===== config.mk =====
export PLATFORM = sky130hd
export DESIGN_NAME = aquila_dbus_router
export DESIGN_NICKNAME = d
export VERILOG_FILES = /design/src/rtl/aquila_bus_pkg.sv /design/src/rtl/aquila_region_decoder.sv /design/src/rtl/aquila_dbus_router.sv
export SDC_FILE = /design/constraint.sdc
export NUM_CORES = 1
export LEC_CHECK = 0
export ABC_AREA = 1
export CAP_MARGIN = 40
export CORE_AREA = 2 2 237 239
export CTS_CLUSTER_SIZE = 16
export DETAILED_ROUTE_END_ITERATION = 10
export DIE_AREA = 0 0 239 241
export PLACE_DENSITY = 0.33
export SKIP_LAST_GASP = 1
export SYNTH_ARGS = -nofsm -noshare
export SYNTH_HDL_FRONTEND = slang
export SYNTH_SLANG_ARGS = --single-unit

===== constraint.sdc =====
create_clock -name clk_i -period 3.6 [get_ports clk_i]
set_clock_uncertainty 0.2 [all_clocks]
set_input_delay 0.36 -clock clk_i [delete_from_list [all_inputs] [get_ports clk_i]]
set_output_delay 0.36 -clock clk_i [all_outputs]
set_load 0.02 [all_outputs]

===== src/rtl/aquila_bus_pkg.sv =====
`default_nettype none
// ============================================================================
// Module   : aquila_bus_pkg
// Purpose  : Shared FSM encodings, error data and region match helper for
//            the Aquila data-bus router.
// Revision : 1.0  initial release
// ============================================================================
package aquila_bus_pkg;

    typedef enum logic [1:0] {
        S_IDLE = 2'd0,
        S_WAIT = 2'd1,
        S_ERR  = 2'd2
    } state_e;

    // Widest address the region helper accepts; narrower buses zero-extend.
    localparam int   c_MAX_XLEN  = 64;
    // Replicated across the data width to form the error reply payload.
    localparam logic c_ERR_DATA  = 1'b0;

    function automatic logic region_hit(
        input logic [c_MAX_XLEN-1:0] addr,
        input logic [c_MAX_XLEN-1:0] base,
        input logic [c_MAX_XLEN-1:0] mask
    );
        return (addr & mask) == (base & mask);
    endfunction

endpackage
`default_nettype wire


===== src/rtl/aquila_region_decoder.sv =====
`default_nettype none
// ============================================================================
// Module   : aquila_region_decoder
// Purpose  : Combinational base/mask region match; lowest matching port wins.
// Revision : 1.0  initial release
// ============================================================================
module aquila_region_decoder
    import aquila_bus_pkg::*;
#(
    parameter int                     XLEN        = 64,
    parameter int                     N_PORTS     = 4,
    parameter logic [N_PORTS*XLEN-1:0] REGION_BASE = {N_PORTS{{XLEN{1'b0}}}},
    parameter logic [N_PORTS*XLEN-1:0] REGION_MASK = {N_PORTS{{XLEN{1'b0}}}},
    parameter int                     PORT_W      = $clog2(N_PORTS)
) (
    input  logic [XLEN-1:0]   p_addr_i,
    output logic              hit_o,
    output logic [PORT_W-1:0] port_o
);

    // Scan from the top down so the lowest matching index is the last write.
    always_comb begin
        hit_o  = 1'b0;
        port_o = '0;
        for (int k = N_PORTS - 1; k >= 0; k--) begin
            if (region_hit(c_MAX_XLEN'(p_addr_i),
                           c_MAX_XLEN'(REGION_BASE[k*XLEN +: XLEN]),
                           c_MAX_XLEN'(REGION_MASK[k*XLEN +: XLEN]))) begin
                hit_o  = 1'b1;
                port_o = PORT_W'(k);
            end
        end
    end

endmodule
`default_nettype wire


===== src/rtl/aquila_dbus_router.sv =====
`default_nettype none
// ============================================================================
// Module   : aquila_dbus_router
// Purpose  : Routes single-outstanding core data requests to N_PORTS targets,
//            returning the target reply or an error on unmapped/timeout.
// Revision : 1.0  initial release
// ============================================================================
module aquila_dbus_router
    import aquila_bus_pkg::*;
#(
    parameter int                     XLEN           = 64,
    parameter int                     N_PORTS        = 4,
    parameter logic [N_PORTS*XLEN-1:0] REGION_BASE    = {N_PORTS{{XLEN{1'b0}}}},
    parameter logic [N_PORTS*XLEN-1:0] REGION_MASK    = {N_PORTS{{XLEN{1'b0}}}},
    parameter int                     TIMEOUT_CYCLES = 1024
) (
    input  logic                       clk_i,
    input  logic                       rst_i,
    input  logic                       p_strobe_i,
    input  logic [XLEN-1:0]            p_addr_i,
    input  logic                       p_rw_i,
    input  logic [XLEN/8-1:0]          p_byte_enable_i,
    input  logic [XLEN-1:0]            p_data_i,
    input  logic                       p_force_i,
    input  logic [$clog2(N_PORTS)-1:0] p_force_port_i,
    output logic                       p_ready_o,
    output logic [XLEN-1:0]            p_data_o,
    output logic                       p_err_o,
    output logic                       busy_o,
    output logic [N_PORTS-1:0]         s_strobe_o,
    output logic [N_PORTS-1:0]         s_rw_o,
    output logic [XLEN-1:0]            s_addr_o,
    output logic [XLEN/8-1:0]          s_byte_enable_o,
    output logic [XLEN-1:0]            s_data_o,
    input  logic [N_PORTS-1:0]         s_ready_i,
    input  logic [N_PORTS*XLEN-1:0]    s_data_i
);

    localparam int PORT_W = $clog2(N_PORTS);
    localparam int CNT_W  = $clog2(TIMEOUT_CYCLES);
    localparam logic [CNT_W-1:0] c_TMO_LAST = CNT_W'(TIMEOUT_CYCLES - 1);

    state_e              state_q, state_d;
    logic [PORT_W-1:0]   sel_q, sel_d;
    logic [CNT_W-1:0]    tmo_cnt_q, tmo_cnt_d;

    logic                w_dec_hit;
    logic [PORT_W-1:0]   w_dec_port;
    logic                w_hit;
    logic [PORT_W-1:0]   w_port;
    logic                w_tmo;
    logic                w_ready;
    logic                w_err;
    logic [XLEN-1:0]     w_rdata;
    logic [N_PORTS-1:0]  w_strobe;
    logic [XLEN-1:0]     w_s_data [N_PORTS];

    aquila_region_decoder #(
        .XLEN        (XLEN),
        .N_PORTS     (N_PORTS),
        .REGION_BASE (REGION_BASE),
        .REGION_MASK (REGION_MASK),
        .PORT_W      (PORT_W)
    ) u_decoder (
        .p_addr_i (p_addr_i),
        .hit_o    (w_dec_hit),
        .port_o   (w_dec_port)
    );

    for (genvar g = 0; g < N_PORTS; g++) begin : g_split_rdata
        assign w_s_data[g] = s_data_i[g*XLEN +: XLEN];
    end

    // A forced index outside the port range is treated as unmapped.
    assign w_hit  = p_force_i ? (int'(p_force_port_i) < N_PORTS) : w_dec_hit;
    assign w_port = p_force_i ? p_force_port_i : w_dec_port;
    assign w_tmo  = (tmo_cnt_q == c_TMO_LAST);

    always_comb begin
        state_d   = state_q;
        sel_d     = sel_q;
        tmo_cnt_d = tmo_cnt_q;
        w_ready   = 1'b0;
        w_err     = 1'b0;
        w_rdata   = '0;
        w_strobe  = '0;
        case (state_q)
            S_IDLE: begin
                if (p_strobe_i) begin
                    tmo_cnt_d = '0;
                    if (w_hit) begin
                        w_strobe[w_port] = 1'b1;
                        sel_d            = w_port;
                        state_d          = S_WAIT;
                    end else begin
                        state_d = S_ERR;
                    end
                end
            end
            S_WAIT: begin
                if (!w_tmo) begin
                    tmo_cnt_d = tmo_cnt_q + CNT_W'(1);
                end
                // Ready takes priority over an expiring timeout.
                if (s_ready_i[sel_q]) begin
                    w_ready = 1'b1;
                    w_rdata = w_s_data[sel_q];
                    state_d = S_IDLE;
                end else if (w_tmo) begin
                    w_ready = 1'b1;
                    w_err   = 1'b1;
                    w_rdata = {XLEN{c_ERR_DATA}};
                    state_d = S_IDLE;
                end else begin
                    w_rdata = w_s_data[sel_q];
                end
            end
            S_ERR: begin
                w_ready = 1'b1;
                w_err   = 1'b1;
                w_rdata = {XLEN{c_ERR_DATA}};
                state_d = S_IDLE;
            end
            default: begin
                state_d = S_IDLE;
            end
        endcase
    end

    always_ff @(posedge clk_i) begin
        if (rst_i) begin
            state_q   <= S_IDLE;
            sel_q     <= '0;
            tmo_cnt_q <= '0;
        end else begin
            state_q   <= state_d;
            sel_q     <= sel_d;
            tmo_cnt_q <= tmo_cnt_d;
        end
    end

    // Reset silences every output, including a reply pending from an abandoned transaction.
    assign p_ready_o       = w_ready & ~rst_i;
    assign p_err_o         = w_err & ~rst_i;
    assign p_data_o        = rst_i ? '0 : w_rdata;
    assign busy_o          = (state_q != S_IDLE) & ~rst_i;
    assign s_strobe_o      = rst_i ? '0 : w_strobe;
    assign s_rw_o          = rst_i ? '0 : (w_strobe & {N_PORTS{p_rw_i}});
    assign s_addr_o        = rst_i ? '0 : p_addr_i;
    assign s_byte_enable_o = rst_i ? '0 : p_byte_enable_i;
    assign s_data_o        = rst_i ? '0 : p_data_i;

endmodule
`default_nettype wire


==> results.md <==
- Htree depth: 1
- Wirelength per Cell: 18.4 um
- Total congestion overflow: 0
- R2R Setup Slk: 1730 ps
- Crit path kind: register to primary output
- FILL cells: 6,272
- Root Driver: clkbuf_16
- # hold bufs at CTS: 0
- Area of the mapped netlist: 0.00410 mm2
- Unique masters post-synth: 28
- Final Net Count: 1,820
- CTS tree: done
- Initial antenna violation count: 13
- Die height: 241 um
- Synth Instances: between 800 and 900
- Non-Filler Instances: 2,130
- Clock sinks: 13
- Initial DRC Count: 273
- IO Pins: 614
- DR DRC count: 0
- Register area: roughly 270 um2
- Hold EP: tmo_cnt_q[1]
- First-pass GRT wire length: roughly 53 mm
- Routed vias: 7,663
- Lkg Pwr: 4.59 nW
- Status: finished clean
- FF+latch count, synth: 13
- Post-DP HPWL: ~34 mm
- RePlAce Congestion: 0.823
- Hold crit path type: register to register
- Pre-Repair DR Iteration Count: 4
- Initial core utilization: 0.0748
- Sequential share of the synthesized area: 0.0634
- CP arrival: between 2000 and 3000 ps
- Core Util, Final: 0.201
- Hold slack: 320 ps
- Total GRT Usage: 0.125
- Core area: between 0.05 and 0.06 mm2
- Dpl cells: 2,115
- Setup crit end kind: primary output
- DRT antenna net count: 0
- Row count: between 80 and 90
- Achievable Freq: 326 MHz
- RR Endpoint: tmo_cnt_q[9]
- Finish-stage setup viols: 0
- CP Max Fanout: 27
- Port buffer count: 613
- RSZ-0062 raised after global routing: no
- Power per Cell Area: 159 mW/mm2
- R2R depth: 8
- Setup TNS Final: 0 ps
- Setup crit start kind: register
- Area occupied by multi-input gates: roughly 0.0029 mm2
- Syn Nets: around 1,300
- Die Area: 0.0576 mm2
- Layout cell share with drive strength beyond 1: 0.0219
- Vias in the first global route: 7,826
- # resized after CTS: 0
- Synth warn: 0
- Worst Path Required: 3040 ps
- Setup bufs post-CTS: 0
- Skew-Pair Late Insertion Delay: 240 ps
- CTS buffer count: 3
- Worst Hold Path Cells: 2
- Crit share post-route: 0.851
- Synth-to-Final Area Change: 169%
- Die width: approximately 240 um
- Mean Syn Cell Area: 4.80 um2
- Vias per cell: 3.60
- WL final: 39.3 mm
- Peak supply drop: 0.107 mV
- Critical R2R Launch: tmo_cnt_q[0]
- Slew Limit Fails: 0
- Hold Startpoint: tmo_cnt_q[1]
- Final Hold Viols: 0
- Slew headroom: 0.526
- Fin crit period: 3060 ps
- Max_cap viols: 0
- Worst-path clk slew: approximately 50 ps
- Max clock buf depth: 2
- Worst slew pin tran: 711 ps
- Largest net degree at the start of global routing: around 150
## worst max-delay path by stage
| stage | start | endpoint | slack, ps | depth (start not counted) |
|---|---|---|---|---|
| floorplan | tmo_cnt_q[0] | p_data_o[13] | 1590 | 7 |
| global placement | s_ready_i[3] | p_data_o[58] | 520 | 9 |
| detailed placement | s_ready_i[3] | p_data_o[58] | 510 | 9 |
| CTS | sel_q[1] | p_data_o[58] | 430 | 8 |
| global route | sel_q[1] | p_data_o[58] | 320 | 8 |
| finish | sel_q[1] | p_data_o[58] | 540 | 8 |
## power breakdown
group / internal [W] / switching [W] / total, W
Sequential: 0.000149 / 0.0000143 / 0.000163
Combinational: 0.000748 / 0.000627 / 0.00137
Clock: 0.000150 / 0.0000657 / 0.000216
Total: 0.00105 / 0.000707 / 0.00175
## synthesized netlist by cell type
library cell  number  share of area
nand2_4            1         0.0027
inv_2              3         0.0027
nand3_1           19          0.023
nor3_1             4         0.0049
o21ai_1            1         0.0012
nand2_1          226           0.21
nand2_2            1         0.0015
buf_4              1         0.0018
nor2_2             1         0.0015
dfxtp_1           13          0.063
a32o_1            64           0.16
a21oi_1           75          0.091
or2_2              2         0.0030
nor2_1           212           0.19
nor2_4             2         0.0055
o22ai_1            1         0.0015
buf_6              6          0.016
nand3_2            1         0.0024
nand3b_1           1         0.0018
ha_1               1         0.0030
a31oi_1            1         0.0015
inv_1            151           0.14
buf_1              3         0.0027
clkbuf_1          26          0.024
nor4_1             2         0.0030
nand4_1            3         0.0046
a22oi_1            1         0.0018
buf_2             32          0.039
## worst max-delay path, cell delays in order (launching register included)
cell and delay [ps]:
dfxtp_4 530, inv_1 120, nand3_1 100, nand2_1 110, nand4_1 160, nand2_4 180
buf_12 230, nor2_1 140, clkdlybuf4s50_1 670
## per-layer routing
metal  track usage  part of all wire  vias up
met5             0                 0        -
met1         0.122              0.34     3444
met4        0.0523             0.022        0
li1              -                 -     3791
met2         0.236              0.53      406
met3        0.0474              0.10       22
## layout make-up
| class | count | area share |
|---|---|---|
| well taps | 704 | 0.0797 |
| diodes | 11 | 0.00249 |
| inverters | 154 | 0.0525 |
| clock buffers | 4 | 0.00713 |
| multi-input cells | 619 | 0.264 |
| flip-flops and latches | 13 | 0.0242 |
| repair buffers | 625 | 0.570 |
## placed cells by master, fill, tap and decap left out, drive strengths merged
cell	netlist	routed
o22ai	1	1
diode	0	11
nor2	215	215
a32o	64	64
inv	154	154
nand4	3	3
ha	1	1
dfxtp	13	13
nand3	20	20
a22oi	1	1
a31oi	1	1
or2	2	2
nand2	228	228
nor4	2	2
a21oi	75	75
nor3	4	4
clkdlybuf4s50	0	610
nand3b	1	1
o21ai	1	1
buf	42	15
clkbuf	26	4
## cells by family after synthesis
family,count (synthesis),share of synthesized area
adder cells (fa/ha/maj),1,0.00305
buffers and inverters,222,0.225
AND/OR/NAND/NOR,475,0.455
flip-flops,13,0.0634
AO/OA/AOI/OAI,143,0.254
## per-stage QoR
| step | cell area, um2 | setup WS, ps | power (W) |
|---|---|---|---|
| finish | 11000 | 536 | 0.00175 |
| global route | 11000 | 315 | 0.00187 |
| CTS | 11000 | 432 | 0.00178 |
| detailed placement | 10900 | 510 | 0.00156 |
| global placement | 10900 | 525 | 0.00157 |
| floorplan | 4100 | 1590 | 0.000723 |
## sequential cells by signal, summed over array words and instances, names as in the netlist
name	count
sel_q	2
tmo_cnt_q	10
state_q	1
No activity file was read; power rests on OpenSTA's default activity.
==> RTL edit: new RTL, same flow settings <==
Make the reset (`rst_i`) asynchronous in one clocked block.
--- a/src/rtl/aquila_dbus_router.sv
+++ b/src/rtl/aquila_dbus_router.sv
@@ -128,5 +128,5 @@
     end
 
-    always_ff @(posedge clk_i) begin
+    always_ff @(posedge clk_i or posedge rst_i) begin
         if (rst_i) begin
             state_q   <= S_IDLE;
Formal check against the unedited RTL: same outputs for any inputs over 4 cycles, from zero or initial values and one cycle with rst_i high; that may be too few to reach the edited logic, so the function may still have changed.
==> RTL edit against the original RTL <==
- sequential cell count is the same
- critical endpoint is now p_data_o[49]
- final area is 2.6% higher
- largest cell class unchanged
- wire length is 12% higher
- synthesized area rose by 7.1%
- register-to-register slack worse by 0.19 ns
- final cell count is 5.5% higher
- setup slack got worse by 0.20 ns
- worst hold slack worse by 0.26 ns
- count of clock-buffer cells in the layout did not move
Power is not compared: it rests on default switching activity, and its combinational part moved more than twofold at a synthesized area within 25%.
==> RTL edit: results (changes against the original RTL) <==
| Metric | Value |
|---|---|
| Final std cells w/o fill | 2248 (+5.5%) |
| Final hold slack | 0.0558 ns (-0.265 ns) |
| Vias per Instance | 3.62 (+0.61%) |
| FF-to-FF End | state_q[0] |
| H-tree depth | 1 (unchanged) |
| Met2 Use GR | 29.8% (+6.2 points) |
| Post-Place Setup Slack | 0.468 ns (-0.0425 ns) |
| DRT iter0 DRCs | 249 (-8.8%) |
| Type of the most critical hold path | in2async |
| Placed Area | 11300 um^2 (+2.8%) |
| Top routing layer in use | met5 |
| Detailed route wirelength on metal2 | 24700 um (+18%) |
| RePlAce Congestion | 0.798 (-3.0%) |
| Max-slew headroom | 56.1% (+3.5 points) |
| Ys async rst share | 100% (+100 points) |
| Top_reg_cell synth | dfrtp_1 |
| Outcome | finished clean |
| Routed wire per std cell | 19.6 um (+6.2%) |
| Mean Syn Cell Area | 4.50 um^2 (-6.4%) |
| Mapped Nets | 1381 (+9.8%) |
| Met3 usage | 4.24% (-0.49 points) |
| Filler cells | 6349 (+1.2%) |
| Post-synth top cells | nand2_1 (366), nor2_1 (187), inv_1 (152) |
| First-pass GRT wire length | 58900 um (+12%) |
| Post-route clock period utilization | 90.6% (+5.5 points) |
| Wire length on met1 | 14500 um (+8.0%) |
| Initial antenna violation count | 21 (+8) |
| Slowest cell delay on critical path | 0.64 ns (-0.03 ns) |
| Clock-pin transition on the worst setup and hold timing paths | 0.05 ns (about the same) |
| DP Wirelength | 38400 um (+14%) |
| XOR/XNOR share of the synthesized area | 0.399% (+0.40 points) |
| GRT met1 Usage | 13.5% (+1.4 points) |
| Largest cells by area after synthesis | nand2_1 (31%), nand3_1 (17%), nor2_1 (16%), inv_1 (13%), dfrtp_1 (7.4%) |
| FF-to-FF setup slack | 1.54 ns (-0.19 ns) |
| Post-synthesis compound-gate area fraction | 0.626% (-25 points) |
| Critical Path AT | 2.70 ns (+0.20 ns) |
| Critical Path Start | sel_q[0] |
| FF-to-FF Start | tmo_cnt_q[0] |
| Largest net degree at the start of global routing | 145 (-4.6%) |
| First-pass detailed-route iteration total | 6 (+2) |
| CP Capture Point | p_data_o[49] |
| GRT Util Overall | 14.2% (+1.7 points) |
| NumNets Final | 1947 (+7.0%) |
| Vias in the first global route | 8135 (+3.9%) |
| Seq/Total Area, Yosys | 7.40% (+1.1 points) |
## RTL edit: cell types whose count changed in the layout (fill, tap and decap cells not counted), sizes merged, moves of 3 or more
cell           change
a21oi             -74
a32o              -64
buf                +5
clkdlybuf4s50      -3
dfrtp             +13
dfxtp             -13
diode              -9
nand2            +142
nand3            +127
nor2               -6
## RTL edit: power breakdown
part           internal, mW  switching [mW]
registers             0.199           0.107
clock network         0.150          0.0657
logic                  1.45            1.97
total                  1.80            2.15
## RTL edit: layout make-up
cell class | instances | area (um^2) | share of cell area, %
timing repair buffer | 627 | 6340 | 55.9
multi-input combinational | 744 | 3120 | 27.5
antenna | 2 | 5.00 | 0.0441
clock buffer | 4 | 78.8 | 0.695
inverter | 154 | 583 | 5.14
tap | 704 | 881 | 7.77
sequential | 13 | 330 | 2.91
## RTL edit: worst max-delay path: cells and delay by family (launching register included)
kind / cells / cell delay [ns]
flip-flops: 1 / 0.61
AND/OR/NAND/NOR: 6 / 0.84
buffers and inverters: 2 / 0.90
